===== src/rtl/fifo_rd_streamer_if.sv =====
// Signal bundle between the async FIFO read port, fifo_rd_streamer and the downstream stream sink.
// master = the streamer's view; slave = the FIFO/sink environment's view.
interface fifo_rd_streamer_if #(
  parameter int DATA_WIDTH = 8
);
  logic                  rinc;
  logic                  rempty;
  logic [DATA_WIDTH-1:0] rdata;
  logic [DATA_WIDTH-1:0] m_data;
  logic                  m_valid;
  logic                  m_last;
  logic                  m_ready;

  modport master (
    output rinc,
    input  rempty,
    input  rdata,
    output m_data,
    output m_valid,
    output m_last,
    input  m_ready
  );

  modport slave (
    input  rinc,
    output rempty,
    output rdata,
    input  m_data,
    input  m_valid,
    input  m_last,
    output m_ready
  );
endinterface


===== src/rtl/fifo_rd_streamer.sv =====
// Read-domain consumer for the async FIFO: pops words, absorbs the one-cycle read latency
// in a 2-entry skid buffer and re-presents them as a framed valid/ready stream.
module fifo_rd_streamer #(
  parameter int DATA_WIDTH = 8,
  parameter int FRAME_LEN  = 16,
  parameter int CNT_WIDTH  = 32
) (
  input  logic                 rclk,
  input  logic                 rrst,
  input  logic                 en,
  output logic                 busy,
  output logic [CNT_WIDTH-1:0] word_cnt,
  fifo_rd_streamer_if.master   strm
);

  typedef enum logic [1:0] {
    IDLE = 2'd0,
    RUN  = 2'd1,
    STOP = 2'd2
  } state_t;

  localparam logic [15:0] FPOS_LAST = 16'(FRAME_LEN - 1);

  state_t                state;
  state_t                state_nxt;
  logic [DATA_WIDTH-1:0] head_q;
  logic [DATA_WIDTH-1:0] tail_q;
  logic [1:0]            count;
  logic                  inflight;
  logic [15:0]           fpos;
  logic                  pop_out;
  logic [2:0]            occupancy;

  assign pop_out      = strm.m_valid & strm.m_ready;
  assign strm.m_valid = (count != 2'd0);
  assign strm.m_data  = head_q;
  assign strm.m_last  = (fpos == FPOS_LAST) & strm.m_valid;
  assign busy         = inflight | (count != 2'd0);

  // Slots committed after this edge; a pop is only issued while one is still free,
  // so the buffer can never overflow.
  always_comb begin
    occupancy = {1'b0, count} + {2'b00, inflight} - {2'b00, pop_out};
    strm.rinc = en & ~strm.rempty & ~rrst & (occupancy < 3'd2);
  end

  always_ff @(posedge rclk) begin
    if (rrst) begin
      count    <= 2'd0;
      inflight <= 1'b0;
      head_q   <= '0;
      tail_q   <= '0;
    end else begin
      inflight <= strm.rinc;
      case ({inflight, pop_out})
        2'b10: begin
          if (count == 2'd0) head_q <= strm.rdata;
          else               tail_q <= strm.rdata;
          count <= count + 2'd1;
        end
        2'b01: begin
          head_q <= tail_q;
          count  <= count - 2'd1;
        end
        // Capture and delivery together: head leaves, new word joins at the tail.
        2'b11: begin
          if (count == 2'd1) begin
            head_q <= strm.rdata;
          end else begin
            head_q <= tail_q;
            tail_q <= strm.rdata;
          end
        end
        default: begin
        end
      endcase
    end
  end

  always_ff @(posedge rclk) begin
    if (rrst) begin
      fpos     <= 16'd0;
      word_cnt <= '0;
    end else if (pop_out) begin
      word_cnt <= word_cnt + CNT_WIDTH'(1);
      fpos     <= (fpos == FPOS_LAST) ? 16'd0 : fpos + 16'd1;
    end
  end

  always_ff @(posedge rclk) begin
    if (rrst) state <= IDLE;
    else      state <= state_nxt;
  end

  // Run/stop sequencing; STOP lets in-flight and buffered words drain before going idle.
  always_comb begin
    state_nxt = state;
    case (state)
      IDLE: if (en) state_nxt = RUN;
      RUN:  if (!en) state_nxt = busy ? STOP : IDLE;
      STOP: begin
        if (en)         state_nxt = RUN;
        else if (!busy) state_nxt = IDLE;
      end
      default: state_nxt = IDLE;
    endcase
  end

endmodule


===== src/flat_wrapper.sv =====
// flat-port wrapper written by rule: the top's interface ports become plain ports
module fifo_rd_streamer_flat 
#(
  parameter int DATA_WIDTH = 8,
  parameter int FRAME_LEN  = 16,
  parameter int CNT_WIDTH  = 32
)
  (rclk, rrst, en, busy, word_cnt, strm_rinc, strm_rempty, strm_rdata, strm_m_data, strm_m_valid, strm_m_last, strm_m_ready);
  fifo_rd_streamer_if #(.DATA_WIDTH(DATA_WIDTH)) strm_i ();
  input  logic rclk;
  input  logic rrst;
  input  logic en;
  output logic busy;
  output logic [CNT_WIDTH-1:0] word_cnt;
  output wire logic [$bits(strm_i.rinc)-1:0] strm_rinc;
  input wire logic [$bits(strm_i.rempty)-1:0] strm_rempty;
  input wire logic [$bits(strm_i.rdata)-1:0] strm_rdata;
  output wire logic [$bits(strm_i.m_data)-1:0] strm_m_data;
  output wire logic [$bits(strm_i.m_valid)-1:0] strm_m_valid;
  output wire logic [$bits(strm_i.m_last)-1:0] strm_m_last;
  input wire logic [$bits(strm_i.m_ready)-1:0] strm_m_ready;
  assign strm_rinc = strm_i.rinc;
  assign strm_i.rempty = strm_rempty;
  assign strm_i.rdata = strm_rdata;
  assign strm_m_data = strm_i.m_data;
  assign strm_m_valid = strm_i.m_valid;
  assign strm_m_last = strm_i.m_last;
  assign strm_i.m_ready = strm_m_ready;
  fifo_rd_streamer #(.DATA_WIDTH(DATA_WIDTH), .FRAME_LEN(FRAME_LEN), .CNT_WIDTH(CNT_WIDTH)) u_core (.rclk(rclk), .rrst(rrst), .en(en), .busy(busy), .word_cnt(word_cnt), .strm(strm_i));
endmodule

===== config.mk =====
export PLATFORM = sky130hd
export DESIGN_NAME = fifo_rd_streamer_flat
export DESIGN_NICKNAME = d
export VERILOG_FILES = /design/src/rtl/fifo_rd_streamer_if.sv /design/src/rtl/fifo_rd_streamer.sv /design/src/flat_wrapper.sv
export SDC_FILE = /design/constraint.sdc
export NUM_CORES = 1
export LEC_CHECK = 0
export ABC_AREA = 1
export CORE_MARGIN = 4
export CORE_UTILIZATION = 50
export DETAILED_ROUTE_END_ITERATION = 16
export PLACE_DENSITY = 0.79
export SYNTH_ARGS = -nofsm -noshare
export SYNTH_HDL_FRONTEND = slang
export SYNTH_SLANG_ARGS = --single-unit

===== constraint.sdc =====
create_clock -name rclk -period 4.92 [get_ports rclk]
set_input_delay 0.984 -clock rclk [delete_from_list [all_inputs] [get_ports rclk]]
set_output_delay 0.984 -clock rclk [all_outputs]
set_load 0.03 [all_outputs]

==> flow_metrics.tcl <==
set metrics [dict create \
    report.final.slew_viol_count 0 \
    drcViolationCount 0 \
    grt_pass1_wl_um 13930 \
    crit_type "in2out" \
    initial_core_util_pct 51.64 \
    clkPwrFrac_pct 28.0 \
    synth.net_count 534 \
    rsz0062_at_grt "no" \
    synth_compound_area_share_pct 9.451 \
    yosys.area_share.simple_pct 38.41 \
    synth.avg_cell_area_um2 6.799 \
    cts_resized 0 \
    synth_fa_ha_area_share_pct 1.997 \
    vias 3398 \
    grt_antenna_before_repair 0 \
    end_kind "output port" \
    pwr-share-comb_pct 32.8 \
    yosysTopAreaCellShare_pct 38.23 \
    clock-sinks 67 \
    worst-path-max-fanout 3 \
    ys_seq_area_share_pct 38.23 \
    path_buf_inv 3 \
    slew_headroom_pct 19.85 \
    setup_viol 0 \
    max-cap-violations 0 \
    htreeDepth 3 \
    clkTransAtPathRegs_ps 70 \
    final_hold_viol_count 0 \
    grt_use_total_pct 19.80 \
    hold_buffers 0 \
    syn_inst 516 \
    fin_skew_ps 9.255 \
    die_h_um 91.77 \
    drt_iter0_markers 131 \
    drive_above_1_share_pct 7.427 \
    max_stage_delay_ps 710 \
    synth_area_leaders "dfxtp_1, nand2_1, nor2_1" \
    num_rows 30 \
    clkLatencyLatePin_ps 340 \
    cp_top_family "buffers and inverters" \
    hp-class "reg2reg" \
    port-buffer-count 56 \
    synth_top_area_cell "dfxtp_1" \
    finalCritPeriodShare_pct 91.26 \
    stdcell_count 675 \
    internal-power_mw 1.068 \
    netlist_area_um2 3508 \
    grt_overflow_total 0 \
    synth_top_family_by_area "simple AND/OR/NAND/NOR gates" \
    status "completed" \
    core_um2 6794 \
    cp.arrival_ps 3510 \
    grt_pass1_vias 3188 \
    wire_per_inst_um 11.97 \
    p_leak_nw 1.690 \
    mostFrequentLayoutCell "nand2_1" \
    peakVddDrop_mv 0.2884 \
    hpwl_um 5747 \
    startpoint_type "input pin" \
    synthMuxAreaShare_pct 1.997 \
    die-area_um2 8421 \
    synth_ff_type "dfxtp_1" \
    synth-xor-area-share_pct 1.997 \
    nets 593 \
    diodes 0 \
    setup-tns-final_ps 0 \
    grt_max_degree 47 \
    postRouteAntennaNets 0 \
    crit_chain "clkdlybuf4s50_1 -> nand2_4 -> xor2_1 -> and2_1 -> inv_1 -> fa_1 -> nand2_1 -> nor4_1 -> clkdlybuf4s50_1" \
    place_congestion 0.8217 \
    period_needed_ps 4490 \
    yosysWarnings 0 \
    tightest_slew_ps 1195 \
    viasPerCell 5.034 \
    dp_cells 660 \
    p_switching_uw 583.0 \
    cts_buffers 9 \
    cpMaxStageDelayCell "clkdlybuf4s50_1" \
    netSwitchingFraction_pct 35.32 \
    cts_setup_buffers 0 \
    crit_top_cell "clkdlybuf4s50_1" \
    cts_tree "done" \
    synthArstFlopShare_pct 0 \
    clockBufferDepth 2 \
    cts_root_buffer "clkbuf_8" \
    area_delta_synth_final_pct 23.86 \
    ys_types 36 \
    cp.required_ps 3940 \
    routed_wl_um 8083 \
    synth-edff-count 0 \
    p_seq_share_pct 39.2 \
    max_freq_ghz 0.2227 \
    die_w_um 91.77 \
    dr.pass1.iters 4 \
    ys_ff_latch 67 \
    layout_common_cells "nand2_1, nor2_1, dfxtp_1" \
    ioPinCount 57 \
    power_density_nw_per_um2 379.8 \
]
metrics by stage:
step | area, µm² | power (mW) | util (%) | setup WS, ps | hold WS [ps]
final | 4345 | 1.651 | 63.96 | 430.0 | 483.4
after global routing | 4345 | 1.738 | 63.96 | 287.6 | 524.0
after CTS | 4345 | 1.662 | 63.96 | 416.2 | 488.2
after detailed placement | 4151 | 1.200 | 61.11 | 435.0 | 471.9
after global placement | 4151 | 1.186 | 61.11 | 542.8 | 466.9
after floorplan | 3508 | 1.025 | - | 790.0 | 454.3
layer usage:
metal  track usage [%]  vias up  share of wire (%)
li1                  -     1776                  -
met1             26.42     1523                 47
met2             29.95       91                 46
met3             5.004        8                6.0
met4             9.158        0                1.2
met5                 0        -                  0
registers in the layout, summed over array words and instances, names as in the netlist:
register            flops
u_core.tail_q           8
u_core.word_cnt        32
u_core.fpos            16
u_core.count            2
u_core.strm.m_data      8
u_core.inflight         1
worst min-delay path, delay by kind of cell (launching register included):
kind             cells  cell delay (ps)
flip-flops           1              330
AND/OR/NAND/NOR      2              120
cell families after synthesis:
logic type                 after synthesis
and+or+nand+nor                        294
xor gates and xnor gates                 8
muxes                                    7
adders and majority gates                5
AOI/OAI and AO/OA                       65
buffers and inverters                   70
DFF                                     67
power by group through the flow:
stage,Combinational (mW),Sequential [mW],Clock [mW]
after CTS,0.546,0.646,0.469
after global routing,0.590,0.653,0.495
after detailed placement,0.543,0.657,0
final,0.541,0.647,0.463
after floorplan,0.298,0.727,0
after global placement,0.530,0.656,0
synthesized netlist by cell type (2+ instances only):
cell / n
a21oi_1: 27
buf_2: 3
clkbuf_1: 5
clkinv_1: 2
dfxtp_1: 67
ha_1: 4
inv_1: 55
inv_2: 3
mux2i_1: 7
nand2_1: 108
nand2_2: 4
nand2_4: 2
nand3_1: 43
nand3_2: 2
nand4_1: 12
nor2_1: 96
nor2_2: 5
nor2_4: 8
nor3_1: 4
nor4_1: 2
o21ai_0: 35
xor2_1: 8
layout make-up:
| class | count | area [µm²] |
|---|---|---|
| Clock inverter | 2 | 35.03 |
| Clock buffer | 13 | 158.9 |
| Sequential cell | 67 | 1341 |
| Fill cell | 619 | 2449 |
| Tap cell | 96 | 120.1 |
| Timing Repair Buffer | 58 | 575.6 |
| Multi-Input combinational cell | 379 | 1889 |
| Inverter | 60 | 225.2 |
final timing paths:
| check | from | end | slack [ps] | depth (start not counted) |
|---|---|---|---|---|
| setup / recovery | strm_m_ready | strm_rinc | 430 | 9 |
| hold reg to reg | u_core.tail_q[0] | u_core.tail_q[0] | 480 | 2 |
| setup reg to reg | u_core.count[1] | u_core.inflight | 2720 | 10 |
| hold / removal | u_core.tail_q[0] | u_core.tail_q[0] | 480 | 2 |
Power figures use the tool's default switching activity.
